**src/rtl/cpu_pkg.sv**
```systemverilog
// Shared CPU definitions for the HI/LO multiply/divide unit: operand width,
// mul/div op encodings and the control FSM state encoding.
package cpu_pkg;

  localparam int XLEN = 32;

  typedef enum logic [2:0] {
    MD_MULT  = 3'd0,
    MD_MULTU = 3'd1,
    MD_DIV   = 3'd2,
    MD_DIVU  = 3'd3,
    MD_MTHI  = 3'd4,
    MD_MTLO  = 3'd5
  } md_op_t;

  typedef enum logic [1:0] {
    ST_IDLE,
    ST_PREP,
    ST_ITER,
    ST_FIX
  } md_state_t;

  // Only the four arithmetic ops take the multi-cycle path.
  function automatic logic is_muldiv_op(input logic [2:0] op);
    return op inside {MD_MULT, MD_MULTU, MD_DIV, MD_DIVU};
  endfunction

endpackage

```
**src/rtl/hilo_muldiv_if.sv**
```systemverilog
// Execute-stage request/response bundle between the pipeline (master) and
// the HI/LO multiply/divide unit (slave).
interface hilo_muldiv_if #(parameter int XLEN = 32);

  logic            start;
  logic [2:0]      op;
  logic [XLEN-1:0] rs_val;
  logic [XLEN-1:0] rt_val;
  logic            flush;
  logic            busy;
  logic            done;
  logic [XLEN-1:0] hi;
  logic [XLEN-1:0] lo;

  modport master (
    output start, op, rs_val, rt_val, flush,
    input  busy, done, hi, lo
  );

  modport slave (
    input  start, op, rs_val, rt_val, flush,
    output busy, done, hi, lo
  );

endinterface

```
**src/rtl/muldiv_iter.sv**
```systemverilog
// One radix-2 step per enable on unsigned magnitudes: shift-add multiply or
// restoring divide, sharing a single add/subtract on the accumulator top half.
module muldiv_iter #(
  parameter int XLEN = 32
) (
  input  logic              clk,
  input  logic              rst,
  input  logic              load,
  input  logic              step,
  input  logic              is_div,
  input  logic [XLEN-1:0]   a_mag,
  input  logic [XLEN-1:0]   b_mag,
  output logic [2*XLEN-1:0] acc
);

  logic [2*XLEN-1:0] acc_q;
  logic [2*XLEN-1:0] acc_d;
  logic [XLEN-1:0]   b_q;
  logic [XLEN:0]     x;
  logic [XLEN:0]     y;
  logic              sub;
  logic [XLEN+1:0]   sum;

  // Divide works on the partial remainder shifted left by one; multiply
  // adds the multiplicand to the top half. Sum MSB is "no borrow" when dividing.
  always_comb begin
    sub = is_div;
    y   = {1'b0, b_q};
    if (is_div) begin
      x = {acc_q[2*XLEN-1:XLEN], acc_q[XLEN-1]};
    end else begin
      x = {1'b0, acc_q[2*XLEN-1:XLEN]};
    end
    sum = {1'b0, x} + {1'b0, (sub ? ~y : y)} + {{(XLEN+1){1'b0}}, sub};

    if (is_div) begin
      if (sum[XLEN+1]) begin
        acc_d = {sum[XLEN-1:0], acc_q[XLEN-2:0], 1'b1};
      end else begin
        acc_d = {x[XLEN-1:0], acc_q[XLEN-2:0], 1'b0};
      end
    end else begin
      if (acc_q[0]) begin
        acc_d = {sum[XLEN:0], acc_q[XLEN-1:1]};
      end else begin
        acc_d = {1'b0, acc_q[2*XLEN-1:XLEN], acc_q[XLEN-1:1]};
      end
    end
  end

  always_ff @(posedge clk) begin
    if (rst) begin
      acc_q <= '0;
      b_q   <= '0;
    end else if (load) begin
      acc_q <= {{XLEN{1'b0}}, a_mag};
      b_q   <= b_mag;
    end else if (step) begin
      acc_q <= acc_d;
    end
  end

  assign acc = acc_q;

endmodule

```
**src/rtl/hilo_muldiv.sv**
```systemverilog
// HI/LO owner: iterative MULT/MULTU/DIV/DIVU plus single-cycle MTHI/MTLO,
// with sign handling around an unsigned iteration core.
module hilo_muldiv #(
  parameter int XLEN = cpu_pkg::XLEN,
  parameter int ITER = XLEN
) (
  input logic          clk,
  input logic          rst,
  hilo_muldiv_if.slave bus
);

  import cpu_pkg::*;

  localparam int CNT_W = $clog2(ITER);

  md_state_t         state_q;
  md_state_t         state_d;
  logic [CNT_W-1:0]  cnt_q;
  md_op_t            op_q;
  logic [XLEN-1:0]   rs_q;
  logic [XLEN-1:0]   rt_q;
  logic [XLEN-1:0]   hi_q;
  logic [XLEN-1:0]   lo_q;
  logic              neg_lo_q;
  logic              neg_hi_q;
  logic              div_zero_q;
  logic              done_q;
  logic              accept;
  logic              iter_load;
  logic              iter_step;
  logic              is_div;
  logic              is_signed;
  logic [XLEN-1:0]   a_mag;
  logic [XLEN-1:0]   b_mag;
  logic [2*XLEN-1:0] acc;
  logic [2*XLEN-1:0] prod;
  logic [XLEN-1:0]   fix_hi;
  logic [XLEN-1:0]   fix_lo;

  assign accept    = (state_q == ST_IDLE) && bus.start && !bus.flush;
  assign is_div    = op_q inside {MD_DIV, MD_DIVU};
  assign is_signed = op_q inside {MD_MULT, MD_DIV};
  assign a_mag     = (is_signed && rs_q[XLEN-1]) ? -rs_q : rs_q;
  assign b_mag     = (is_signed && rt_q[XLEN-1]) ? -rt_q : rt_q;

  always_ff @(posedge clk) begin
    if (rst) begin
      state_q <= ST_IDLE;
      cnt_q   <= '0;
    end else begin
      state_q <= state_d;
      cnt_q   <= (state_q == ST_ITER) ? cnt_q + CNT_W'(1) : '0;
    end
  end

  // Flush overrides every non-idle transition and drops the operation.
  always_comb begin
    state_d   = state_q;
    iter_load = 1'b0;
    iter_step = 1'b0;
    case (state_q)
      ST_IDLE: if (accept && is_muldiv_op(bus.op)) state_d = ST_PREP;
      ST_PREP: begin
        iter_load = 1'b1;
        state_d   = ST_ITER;
      end
      ST_ITER: begin
        iter_step = 1'b1;
        if (cnt_q == CNT_W'(ITER - 1)) state_d = ST_FIX;
      end
      ST_FIX:  state_d = ST_IDLE;
      default: state_d = ST_IDLE;
    endcase
    if (bus.flush && state_q != ST_IDLE) state_d = ST_IDLE;
  end

  muldiv_iter #(.XLEN(XLEN)) u_iter (
    .clk    (clk),
    .rst    (rst),
    .load   (iter_load),
    .step   (iter_step),
    .is_div (is_div),
    .a_mag  (a_mag),
    .b_mag  (b_mag),
    .acc    (acc)
  );

  // Divide by zero bypasses the core result: HI keeps the raw dividend.
  always_comb begin
    prod = neg_lo_q ? -acc : acc;
    if (is_div) begin
      fix_lo = div_zero_q ? '1 :
               (neg_lo_q ? -acc[XLEN-1:0] : acc[XLEN-1:0]);
      fix_hi = div_zero_q ? rs_q :
               (neg_hi_q ? -acc[2*XLEN-1:XLEN] : acc[2*XLEN-1:XLEN]);
    end else begin
      fix_lo = prod[XLEN-1:0];
      fix_hi = prod[2*XLEN-1:XLEN];
    end
  end

  always_ff @(posedge clk) begin
    if (rst) begin
      hi_q       <= '0;
      lo_q       <= '0;
      done_q     <= 1'b0;
      op_q       <= MD_MULT;
      rs_q       <= '0;
      rt_q       <= '0;
      neg_lo_q   <= 1'b0;
      neg_hi_q   <= 1'b0;
      div_zero_q <= 1'b0;
    end else begin
      done_q <= 1'b0;
      if (accept) begin
        if (is_muldiv_op(bus.op)) begin
          op_q <= md_op_t'(bus.op);
          rs_q <= bus.rs_val;
          rt_q <= bus.rt_val;
        end else if (bus.op == MD_MTHI) begin
          hi_q <= bus.rs_val;
        end else if (bus.op == MD_MTLO) begin
          lo_q <= bus.rs_val;
        end
      end
      if (state_q == ST_PREP) begin
        neg_lo_q   <= is_signed && (rs_q[XLEN-1] ^ rt_q[XLEN-1]);
        neg_hi_q   <= is_signed && is_div && rs_q[XLEN-1];
        div_zero_q <= (rt_q == '0);
      end
      if (state_q == ST_FIX && !bus.flush) begin
        hi_q   <= fix_hi;
        lo_q   <= fix_lo;
        done_q <= 1'b1;
      end
    end
  end

  assign bus.busy = (state_q != ST_IDLE);
  assign bus.done = done_q;
  assign bus.hi   = hi_q;
  assign bus.lo   = lo_q;

endmodule
```
**src/flat_wrapper.sv**
```systemverilog
// flat-port wrapper written by rule: the top's interface ports become plain ports
module hilo_muldiv_flat import cpu_pkg::*;
#(
  parameter int XLEN = cpu_pkg::XLEN,
  parameter int ITER = XLEN
)
  (clk, rst, bus_start, bus_op, bus_rs_val, bus_rt_val, bus_flush, bus_busy, bus_done, bus_hi, bus_lo);
  hilo_muldiv_if #(.XLEN(XLEN)) bus_i ();
  input logic clk;
  input logic rst;
  input wire logic [$bits(bus_i.start)-1:0] bus_start;
  input wire logic [$bits(bus_i.op)-1:0] bus_op;
  input wire logic [$bits(bus_i.rs_val)-1:0] bus_rs_val;
  input wire logic [$bits(bus_i.rt_val)-1:0] bus_rt_val;
  input wire logic [$bits(bus_i.flush)-1:0] bus_flush;
  output wire logic [$bits(bus_i.busy)-1:0] bus_busy;
  output wire logic [$bits(bus_i.done)-1:0] bus_done;
  output wire logic [$bits(bus_i.hi)-1:0] bus_hi;
  output wire logic [$bits(bus_i.lo)-1:0] bus_lo;
  assign bus_i.start = bus_start;
  assign bus_i.op = bus_op;
  assign bus_i.rs_val = bus_rs_val;
  assign bus_i.rt_val = bus_rt_val;
  assign bus_i.flush = bus_flush;
  assign bus_busy = bus_i.busy;
  assign bus_done = bus_i.done;
  assign bus_hi = bus_i.hi;
  assign bus_lo = bus_i.lo;
  hilo_muldiv #(.XLEN(XLEN), .ITER(ITER)) u_core (.clk(clk), .rst(rst), .bus(bus_i));
endmodule
```
**config.mk**
```make
export PLATFORM = sky130hd
export DESIGN_NAME = hilo_muldiv_flat
export DESIGN_NICKNAME = d
export VERILOG_FILES = /design/src/rtl/cpu_pkg.sv /design/src/rtl/hilo_muldiv_if.sv /design/src/rtl/muldiv_iter.sv /design/src/rtl/hilo_muldiv.sv /design/src/flat_wrapper.sv
export SDC_FILE = /design/constraint.sdc
export NUM_CORES = 1
export LEC_CHECK = 0
export ABC_AREA = 1
export BUFFER_PORTS_ARGS = -buffer_cell sky130_fd_sc_hd__buf_2
export CAP_MARGIN = 15
export CORE_ASPECT_RATIO = 0.7
export CORE_MARGIN = 2
export CORE_UTILIZATION = 46
export CTS_BUF_LIST = sky130_fd_sc_hd__clkbuf_4 sky130_fd_sc_hd__clkbuf_8 sky130_fd_sc_hd__clkbuf_16
export CTS_CLUSTER_DIAMETER = 100
export DETAILED_ROUTE_END_ITERATION = 6
export HOLD_SLACK_MARGIN = 0.1
export PLACE_DENSITY = 0.65
export REMOVE_ABC_BUFFERS = 1
export SLEW_MARGIN = 15
export SYNTH_ARGS = -nofsm -noshare
export SYNTH_HDL_FRONTEND = slang
export SYNTH_SLANG_ARGS = --single-unit
```
**constraint.sdc**
```tcl
create_clock -name clk -period 3.2 [get_ports clk]
set_input_delay 0.32 -clock clk [delete_from_list [all_inputs] [get_ports clk]]
set_output_delay 0.32 -clock clk [all_outputs]
set_load 0.03 [all_outputs]
```
## Yosys cells after proc, flatten, opt, wreduce, memory -nomap -nowiden

Cells that the tools add are included.
W data, S select, Z words.

| storage, ports and cells | value |
|---|---|
| logic and storage cells | 101 |
| register bits after elaboration | 238 |

| cells by class | value |
|---|---|
| eq/ne operators | 15 |
| reductions and logical operators | 30 |
| bitwise gates (word level) | 3 |
| muxes and demuxes | 31 |
| add/subtract/negate cells | 8 |

Operator list:

| kind | number |
|---|---|
| $mux W32 | 19 |
| $mux W64 | 4 |
| $neg A32 Y32 | 4 |
| $mux W33 | 2 |
| $neg A64 Y64 | 1 |
| $add A33 B33 Y34 | 1 |
| $add A34 B1 Y34 | 1 |
| $not A32 Y33 | 1 |
| $logic_not A32 Y1 | 1 |
| $reduce_bool A2 Y1 | 7 |
| $eq A3 B2 Y1 const B | 4 |
| $logic_and A1 B1 Y1 | 10 |
| $ne A2 B2 Y1 const B | 4 |
| $pmux W2 S4 | 1 |
| $eq A3 B3 Y1 const B | 2 |
| $logic_not A3 Y1 | 2 |
| $reduce_or A2 Y1 | 3 |
| $add A5 B1 Y5 const B | 1 |
| $eq A5 B5 Y1 const B | 1 |
| $eq A2 B2 Y1 const B | 2 |
| $mux W2 | 2 |
| $reduce_and A2 Y1 | 2 |
| $reduce_and A4 Y1 | 1 |
| $reduce_bool A4 Y1 | 1 |
| 8 further kinds | 10 |

## Depth between registers and ports, before layout

Gate-level depths: netlist (run 1).

| logic depth | value |
|---|---|
| depth after elaboration | 9 |
| gate-level depth with buffers | 26 |
| mapped depth without buffers | 23 |

## By module

From an unflattened synthesis (run 1), not the netlist that was laid out.

| second synthesis, totals | value |
|---|---|
| cell total of the unflattened synthesis | 2980 |
| area, all modules | 18241.2 sq um |

By module, submodules not included:

| module | instances | sequential area each (sq um) | area each (sq um) | cells each |
|---|---|---|---|---|
| hilo_muldiv | 1 | 2842.7 | 10650.2 | 1751 |
| muldiv_iter | 1 | 1921.8 | 7591.0 | 1229 |

## Least setup slack after synthesis (run 1)

Ideal clock, no wire load.

| timing | value |
|---|---|
| path kind | flip-flop to flip-flop |
| from | reg u_core.op_q[2] |
| to | reg u_core.u_iter.acc_q[62] (netlist: u_core.u_iter.acc[62]) |
| stages on the path, launching flop included | 23 |
| buffers on the path | 5 |
| arrival | 3028 ps |
| setup time | 109 ps |
| setup slack | 63 ps |
| required time | 3091 ps |
| period minus slack after synthesis | 3137 ps |
| path through | dfxtp_1 inv_1 nand2_2 buf_6 inv_2 buf_2 buf_4 buf_4 clkbuf_1 o21ai_0 ha_1 a21oi_1 a21boi_0 a21boi_0 nor2_1 nor2_1 nand2_1 nand2_1 nand3_1 nand2_1 nand3_1 nand2_1 inv_1 |

| on the way | value |
|---|---|
| longest elaborated chain between the ends | 7 |
| elaborated cells on any way between the ends | 10 |
| classes of those cells | add/sub: 2; eq/ne: 2; mux: 5; reduce/logical: 1 |

RTL lines:

| element | RTL line | source |
|---|---|---|
| start, declared | hilo_muldiv.sv:19 | `md_op_t op_q;` |
| start signal, assigned | hilo_muldiv.sv:117 | `op_q <= md_op_t'(bus.op);` |
| $eq A3 B2 Y1 | hilo_muldiv.sv:41 | `assign is_div = op_q inside {MD_DIV, MD_DIVU};` |
| $reduce_bool A2 Y1 (*) | hilo_muldiv.sv:41 |  |
| $mux W33 (on tied branches) | muldiv_iter.sv:29, muldiv_iter.sv:34 |  |
| $add A33 B33 Y34 | muldiv_iter.sv:34 | `sum = {1'b0, x} + {1'b0, (sub ? ~y : y)} + {{(XLEN+1){1'b0}}, sub};` |
| $add A34 B1 Y34 | muldiv_iter.sv:34 |  |
| $mux W64 (on tied branches) | muldiv_iter.sv:43, muldiv_iter.sv:37 |  |
| $mux W64 (*) | muldiv_iter.sv:36 | `if (is_div) begin` |
| end signal, assigned | muldiv_iter.sv:56 | `acc_q <= {{XLEN{1'b0}}, a_mag};` |
| end, declared | muldiv_iter.sv:16 | `logic [2*XLEN-1:0] acc_q;` |

Every way passes the cells marked *; elsewhere a longest branch is shown, timed or not.
A chain may end at the register's enable or synchronous reset.

## Worst setup path after layout (run 1)

| timing | value |
|---|---|
| from | reg u_core.op_q[2] |
| to | reg u_core.u_iter.acc_q[39] (netlist: u_core.u_iter.acc[39]) |

The elaborated chain is that of the path after synthesis.

==> results of run 1 <==
[critical path, stage by stage (launching register included)]
cell	delay, ns
dfxtp_2	0.35
inv_4	0.05
nand2_8	0.11
clkinv_8	0.10
buf_12	0.17
buf_8	0.12
nor2_4	0.11
a21oi_2	0.06
ha_1	0.32
nand2_2	0.08
inv_2	0.07
nand4_1	0.27
nor2_2	0.23
nand4_1	0.18
nand3_4	0.24
buf_6	0.14
clkbuf_16	0.12
o21ai_0	0.06
o21bai_1	0.17
a21oi_1	0.14
[state kept, by name, indices dropped and copies added, names as in the netlist]
signal             count
u_core.op_q            3
u_core.div_zero_q      1
u_core.neg_hi_q        1
u_core.state_q         2
u_core.u_iter.acc     64
u_core.cnt_q           5
u_core.bus.done        1
u_core.bus.hi         32
u_core.rs_q           32
u_core.rt_q           32
u_core.u_iter.b_q     32
u_core.neg_lo_q        1
u_core.bus.lo         32
[metrics by stage]
| stage | setup WS (ns) | std cells | TNS [ns] | hold slack, ns |
|---|---|---|---|---|
| final | 0.0360 | 3725 | 0 | 0.133 |
| after global placement | -0.144 | 3579 | -0.553 | 0.429 |
| after CTS | -0.00186 | 3699 | -0.00186 | 0.127 |
| after global routing | -0.0820 | 3725 | -1.15 | 0.151 |
| after floorplan | -2.61 | 2758 | -270.61 | 0.389 |
| after detailed placement | -0.150 | 3579 | -0.799 | 0.441 |
[final timing paths]
| path | cells past startpoint | start | to | slack [ns] |
|---|---|---|---|---|
| min | 3 | bus_rt_val[13] | u_core.rt_q[13] | 0.13 |
| max reg2reg | 19 | u_core.op_q[2] | u_core.u_iter.acc[39] | 0.04 |
| max | 19 | u_core.op_q[2] | u_core.u_iter.acc[39] | 0.04 |
| min reg2reg | 1 | u_core.cnt_q[0] | u_core.cnt_q[0] | 0.45 |
[logic make-up (layout without fill, tap and decap cells)]
kind of cell             after synthesis  count (layout)  share of synthesized area [%]
buffers and inverters                461             744                           10.1
XOR/XNOR                              99              99                           4.85
adder cells (fa/ha/maj)               42              42                           2.98
AO/OA/AOI/OAI                        867             867                           26.4
flip-flops                           238             238                           26.7
AND/OR/NAND/NOR                     1208            1208                           29.1
[timing repair]
action,in CTS,in global routing
pin swaps,2,37
setup buffers,5,16
setup endpoints to repair,11,33
cloned,1,11
resized for setup,8,145
hold buffers,65,0
hold endpoints to repair,71,0
[layout make-up]
| class | instances | share of cell area [%] |
|---|---|---|
| inverters | 304 | 5.20 |
| flip-flops and latches | 238 | 21.3 |
| well taps | 527 | 2.94 |
| clock inverters | 12 | 0.626 |
| multi-input cells | 2216 | 52.8 |
| repair buffers | 391 | 13.7 |
| clock buffers | 37 | 3.49 |
[synthesized netlist by cell type (5+ instances only)]
cell type and instances:
o21bai_1 18, nand3b_1 8, nand3_1 141, clkbuf_1 115, dfxtp_1 238, nand4_1 47, ha_1 41, xor2_1 85
nor2_2 10, clkinv_1 5, xnor2_1 14, nor2_4 6, buf_2 22, or2_2 8, nand2_1 545, inv_2 8
nor3_1 41, nor2_1 370, a21boi_0 7, o21ai_1 17, nor3_2 6, o221ai_1 9, buf_1 13, o211ai_1 32
o21ai_0 355, buf_6 5, nor4_1 5, a21o_1 9, a31oi_1 30, a21oi_1 335, inv_1 291, o22ai_1 28
nand3_2 5
[routing by layer]
metal	up-vias	track usage [%]	part of all wire, %
met5	-	0	0.017
met4	2	6.52	1.7
met3	112	10.6	14
met2	1334	49.0	38
met1	10025	55.0	46
li1	10299	-	-
[report_power, final]
group / total [mW] / internal, mW / switching [mW]
Combinational: 8.86 / 2.78 / 6.09
Clock: 3.32 / 1.89 / 1.43
Sequential: 3.90 / 3.39 / 0.512
Total: 16.1 / 8.05 / 8.03
==> results.sh, run 1 <==
export IMPL_start_util_pct=46.6
export IMPL_cp_end_kind="flip-flop"
export IMPL_multi_input_area_um2=11800
export IMPL_synthToLayoutAreaGrowth_pct=25.3
export IMPL_num_rows=60
export IMPL_core_area_um2=38400
export IMPL_yosysTopAreaCell="dfxtp_1"
export IMPL_synth_cells=2915
export IMPL_die_x_um=240
export IMPL_crit_fanout=7
export IMPL_final_common_cell="nand2_1"
export IMPL_finish_utilization_pct=58.4
export IMPL_crit_type="reg -> reg"
export IMPL_required_ns=3.71
export IMPL_hp_class="in -> reg"
export IMPL_regArea_um2=4770
export IMPL_clk_path_buf_depth=3
export IMPL_die_h_um=169
export IMPL_dpl_hpwl_um=55400
export IMPL_cp_start_kind="flip-flop"
export IMPL_rsz0062_at_grt="true"
export IMPL_power_per_cell_area_nw_per_um2=718
export IMPL_cap_violations=0
export IMPL_grt_util_all_layers_pct=35.9
export IMPL_grt_pass1_wl_um=114000
export IMPL_fin_area_um2=22400
export IMPL_hold_viol_final=0
export IMPL_synth_top_area_share_pct=26.7
export IMPL_fin_skew_ns=0.0235
export IMPL_gp_congestion=1.05
export IMPL_drive_above_1_share_pct=17.1
export IMPL_synth_ff_latch_count=238
export IMPL_setup_violations=0
export IMPL_async_flop_share_pct=0
export IMPL_drc=1
export IMPL_dieArea_um2=40500
export IMPL_syn_area_per_cell_um2=6.13
export IMPL_ys_seq_area_share_pct=26.7
export IMPL_fmax_mhz=316
export IMPL_vias=21772
export IMPL_synth_edf_count=0
export IMPL_cts_root_buffer="clkbuf_16"
export IMPL_mostFrequentLayoutCells="nand2_1, nor2_1, o21ai_0"
export IMPL_drtIter0Drc=2988
export IMPL_avgViaCountPerCell=5.84
export IMPL_dr_pass1_iters=7
export IMPL_status="complete, but fails checks"
export IMPL_nFillCells=3752
export IMPL_port_buffers=136
export IMPL_io_pin_count=137
export IMPL_grt_max_degree=98
export IMPL_ant_nets=0
export IMPL_cts_num_sinks=238
export IMPL_post_drt_wl_per_cell_um=20.5
export IMPL_synth_distinct_cells=52
export IMPL_antenna_found_initial=1
export IMPL_numCtsBuffers=27
export IMPL_synth_warnings=0
export IMPL_antenna_cells=0
export IMPL_violations="design-rule violations"
export IMPL_synth_top_cells_by_area="dfxtp_1, nand2_1, o21ai_0"
export IMPL_first_global_vias=19728
export IMPL_grt_ovfl_total=0
export IMPL_synthFlopType="dfxtp_1"
export IMPL_worstPathArrival_ns=3.67
export IMPL_irDropWorstVdd_uv=905
export IMPL_timing_final_crit_period_ns=3.16
export IMPL_finalPower_mw=16.1
export IMPL_final_max_slew_viol_count=0
export IMPL_p_leak_nw=9.98
export IMPL_insertion_delay_ns=0.58
export IMPL_htree_levels=1
export IMPL_clk_pin_slew_worst_paths_ns=0.07
export IMPL_synth_area_um2=17900
export IMPL_cts_tree="done"
export IMPL_wirelength_um=76400
export IMPL_worst_pin_slew_ns=0.984
export IMPL_placed_area_um2=19900
export IMPL_fin_nets=3291
export IMPL_max_slew_margin_rel_pct=34.4
export IMPL_fin_crit_sh_pct=98.9
No activity file was read; power rests on OpenSTA's default activity.
==> run 2: changes to the inputs <==
- SYNTH_HIERARCHICAL: not set -> 1
==> run 2 against run 1 <==
  * The flow now finishes without violations
  * Wire length down 4.4%
  * Synthesized area up 2.1%
  * Utilization down 1.3 points
  * Worst setup slack better by 0.057 ns
  * Clock skew down 0.012 ns
  * Sequential power up 2%
  * First-iteration DRC count down 22%
  * Largest power group unchanged
  * Global-route usage down 2.0 points
  * Die area up 2.0%
  * Combinational power up 23%
  * Sequential cell count unchanged
  * Non-clock buffer count down 52
  * Critical path type unchanged
==> results.sh, run 2 <==
export IMPL_hold_viol_final=0
export IMPL_cts_num_sinks=238
export IMPL_post_drt_wl_per_cell_um=19.5
export IMPL_worst_path_buf_inv=5
export IMPL_cp_end_kind="flip-flop"
export IMPL_critPathSlowestCell="o211ai_1"
export IMPL_crit_chain="inv_2 -> nand2_4 -> clkinv_8 -> buf_12 -> buf_4 -> xor2_1 -> ha_1 -> nand2_2 -> nor2_4 -> nand3_1 -> o211ai_1 -> nand2_1 -> nand2_1 -> nand2_1 -> nand2_1 -> nand2_1 -> nand2_1 -> inv_1 -> nor2_1 -> nor2_1"
export IMPL_port_buffers=136
export IMPL_crit_type="reg -> reg"
export IMPL_drive_above_1_share_pct=16.2
export IMPL_dr_pass1_iters=6
export IMPL_grt_max_degree=134
export IMPL_grt_util_all_layers_pct=34.0
export IMPL_fin_nets=3319
export IMPL_first_global_vias=18761
export IMPL_irDropWorstVdd_uv=556
export IMPL_max_slew_margin_rel_pct=37.9
export IMPL_antenna_found_initial=1
export IMPL_cts_tree="done"
export IMPL_finalNonFillerCells=3749
export IMPL_cts_root_buffer="clkbuf_16"
export IMPL_numCtsBuffers=26
export IMPL_htree_levels=1
export IMPL_grt_pass1_wl_um=110000
export IMPL_fin_skew_ns=0.0112
export IMPL_num_rows=60
export IMPL_mostFrequentLayoutCells="nand2_1, nor2_1, o21ai_0"
export IMPL_crit_top_cell="nand2_1"
export IMPL_drc=0
export IMPL_hold_depth=2
export IMPL_r2r_end="u_core/u_iter/acc[56]"
export IMPL_cpPeakStageDelay_ns=0.43
export IMPL_wirelength_um=73000
export IMPL_r2r_cells=20
export IMPL_fmax_mhz=322
export IMPL_clk_path_buf_depth=3
export IMPL_power_per_cell_area_nw_per_um2=819
export IMPL_fin_crit_sh_pct=97.1
export IMPL_synthFlopType="dfxtp_1"
export IMPL_dpl_hpwl_um=55000
export IMPL_synth_top_cells_by_area="dfxtp_1, nand2_1, o21ai_0"
export IMPL_fin_area_um2=22100
export IMPL_setup_worst_path_start="u_core/op_q[2]"
export IMPL_whs_ns=0.116
export IMPL_grt_ovfl_total=0
export IMPL_drtIter0Drc=2330
export IMPL_gp_congestion=1.03
export IMPL_holdPathEnd="u_core/op_q[2]"
export IMPL_async_flop_share_pct=0
export IMPL_finalPower_mw=18.1
export IMPL_antenna_cells=0
export IMPL_rr_startpoint="u_core/op_q[2]"
export IMPL_worst_pin_slew_ns=0.932
export IMPL_crit_family="simple AND/OR/NAND/NOR gates"
export IMPL_core_area_um2=38700
export IMPL_final_common_cell="nand2_1"
export IMPL_final_max_slew_viol_count=0
export IMPL_required_ns=3.66
export IMPL_nFillCells=4006
export IMPL_ant_nets=0
export IMPL_synthToLayoutAreaGrowth_pct=21.1
export IMPL_synth_distinct_cells=59
export IMPL_cp_start_kind="flip-flop"
export IMPL_yosysMostFrequentCell="nand2_1"
export IMPL_ys_seq_area_share_pct=26.1
export IMPL_die_x_um=242
export IMPL_reg2reg_slack_ns=0.09
export IMPL_die_h_um=171
export IMPL_synth_top_area_share_pct=26.1
export IMPL_yosysTopAreaCell="dfxtp_1"
export IMPL_syn_area_per_cell_um2=6.12
export IMPL_dieArea_um2=41300
export IMPL_crit_fanout=10
export IMPL_avgViaCountPerCell=5.69
export IMPL_setup_violations=0
export IMPL_hp_class="in -> reg"
export IMPL_worstPathArrival_ns=3.56
export IMPL_synth_edf_count=0
export IMPL_status="finished clean"
export IMPL_dp_cells=3613
export IMPL_synth_cells=2980
export IMPL_placed_area_um2=19900
export IMPL_synth_common_cells="nand2_1, nor2_1, o21ai_0"
export IMPL_cap_violations=0
export IMPL_synth_warnings=6
export IMPL_vias=21314
export IMPL_clk_pin_slew_worst_paths_ns=0.06
export IMPL_io_pin_count=137
export IMPL_synth_area_um2=18200
export IMPL_largest_reg_flops=64
export IMPL_insertion_delay_ns=0.57
export IMPL_timing_final_crit_period_ns=3.11
export IMPL_start_util_pct=47.1
export IMPL_p_leak_nw=10.6
export IMPL_hp_start="rst"
export IMPL_synth_ff_latch_count=238
## run 2: cell types whose count changed in the layout (fill, tap and decap cells not counted), sizes merged, moves of 19 or more
cell	delta
nor2	+66
o21ai	-20
inv	-47
o22ai	-26
a21oi	-19
nand4	-32
o21a	+27
nor3	-24
nand2	+156
buf	-47
## run 2: worst register-to-register path: stages, from the launching register on
cell      delay [ns]
dfxtp_2         0.33
inv_2           0.05
nand2_4         0.13
clkinv_8        0.12
buf_12          0.18
buf_4           0.16
xor2_1          0.14
ha_1            0.38
nand2_2         0.13
nor2_4          0.10
nand3_1         0.10
o211ai_1        0.43
nand2_1         0.20
nand2_1         0.11
nand2_1         0.06
nand2_1         0.06
nand2_1         0.05
nand2_1         0.08
inv_1           0.04
nor2_1          0.08
nor2_1          0.05
## run 2: worst max-delay path by stage
| stage | slack (ns) | to | depth (start not counted) |
|---|---|---|---|
| final | 0.09 | u_core/u_iter/acc[56] | 20 |
| after global routing | -0.03 | u_core/u_iter/acc[61] | 19 |
| after CTS | 0.006 | u_core/u_iter/acc[48] | 18 |
| after detailed placement | -0.1 | u_core/u_iter/acc[49] | 19 |
| after global placement | -0.1 | u_core/u_iter/acc[49] | 19 |
| after floorplan | -4.12 | u_core/u_iter/acc[41] | 17 |
## run 2: per-layer routing
layer / part of all wire [%] / up-vias / track usage (%)
met1: 49 / 9944 / 53.9
met4: 1.4 / 0 / 5.50
met2: 38 / 1046 / 45.8
li1: - / 10261 / -
met5: 0 / - / 0
met3: 12 / 63 / 7.95
## run 2: cell type report
class | instances | area (um^2) | share of cell area, %
Timing Repair inverter | 1 | 6.26 | 0.0283
Timing Repair Buffer | 339 | 2530 | 11.5
Sequential cell | 238 | 4770 | 21.6
Multi-Input combinational cell | 2341 | 12200 | 55.4
Inverter | 258 | 992 | 4.49
Tap cell | 527 | 659 | 2.99
Clock buffer | 39 | 785 | 3.55
Clock inverter | 6 | 108 | 0.487
## run 2: timing repair
action	4_1_cts	5_1_grt
pin swaps	3	26
hold buffers	66	0
hold endpoints to repair	69	0
resized for setup	13	115
setup buffers	1	21
gates cloned	1	2
endpoints found under the setup margin	28	33
## run 2: where the power goes
part           internal, mW  total [mW]  switching, mW
Combinational          3.36        10.9           7.50
Clock                  1.92        3.26           1.33
Sequential             3.44        3.97          0.534
Total                  8.72        18.1           9.37
## run 2: logic make-up after synthesis
family                   synth area share (%)
AND/OR/NAND/NOR                          32.6
AO/OA/AOI/OAI                            23.7
buffers and inverters                    8.84
flip-flops                               26.1
XOR/XNOR                                 5.81
adder cells (fa/ha/maj)                  2.99
## run 2: metrics by stage
step | TNS (ns) | setup WS (ns) | util, %
3_3_place_gp | -0.319 | -0.0960 | 51.4
5_1_grt | -0.235 | -0.0349 | 57.0
3_5_place_dp | -0.794 | -0.0980 | 51.4
6_report | 0 | 0.0928 | 57.0
4_1_cts | 0 | 0.00574 | 55.6
2_1_floorplan | -385.16 | -4.12 | -
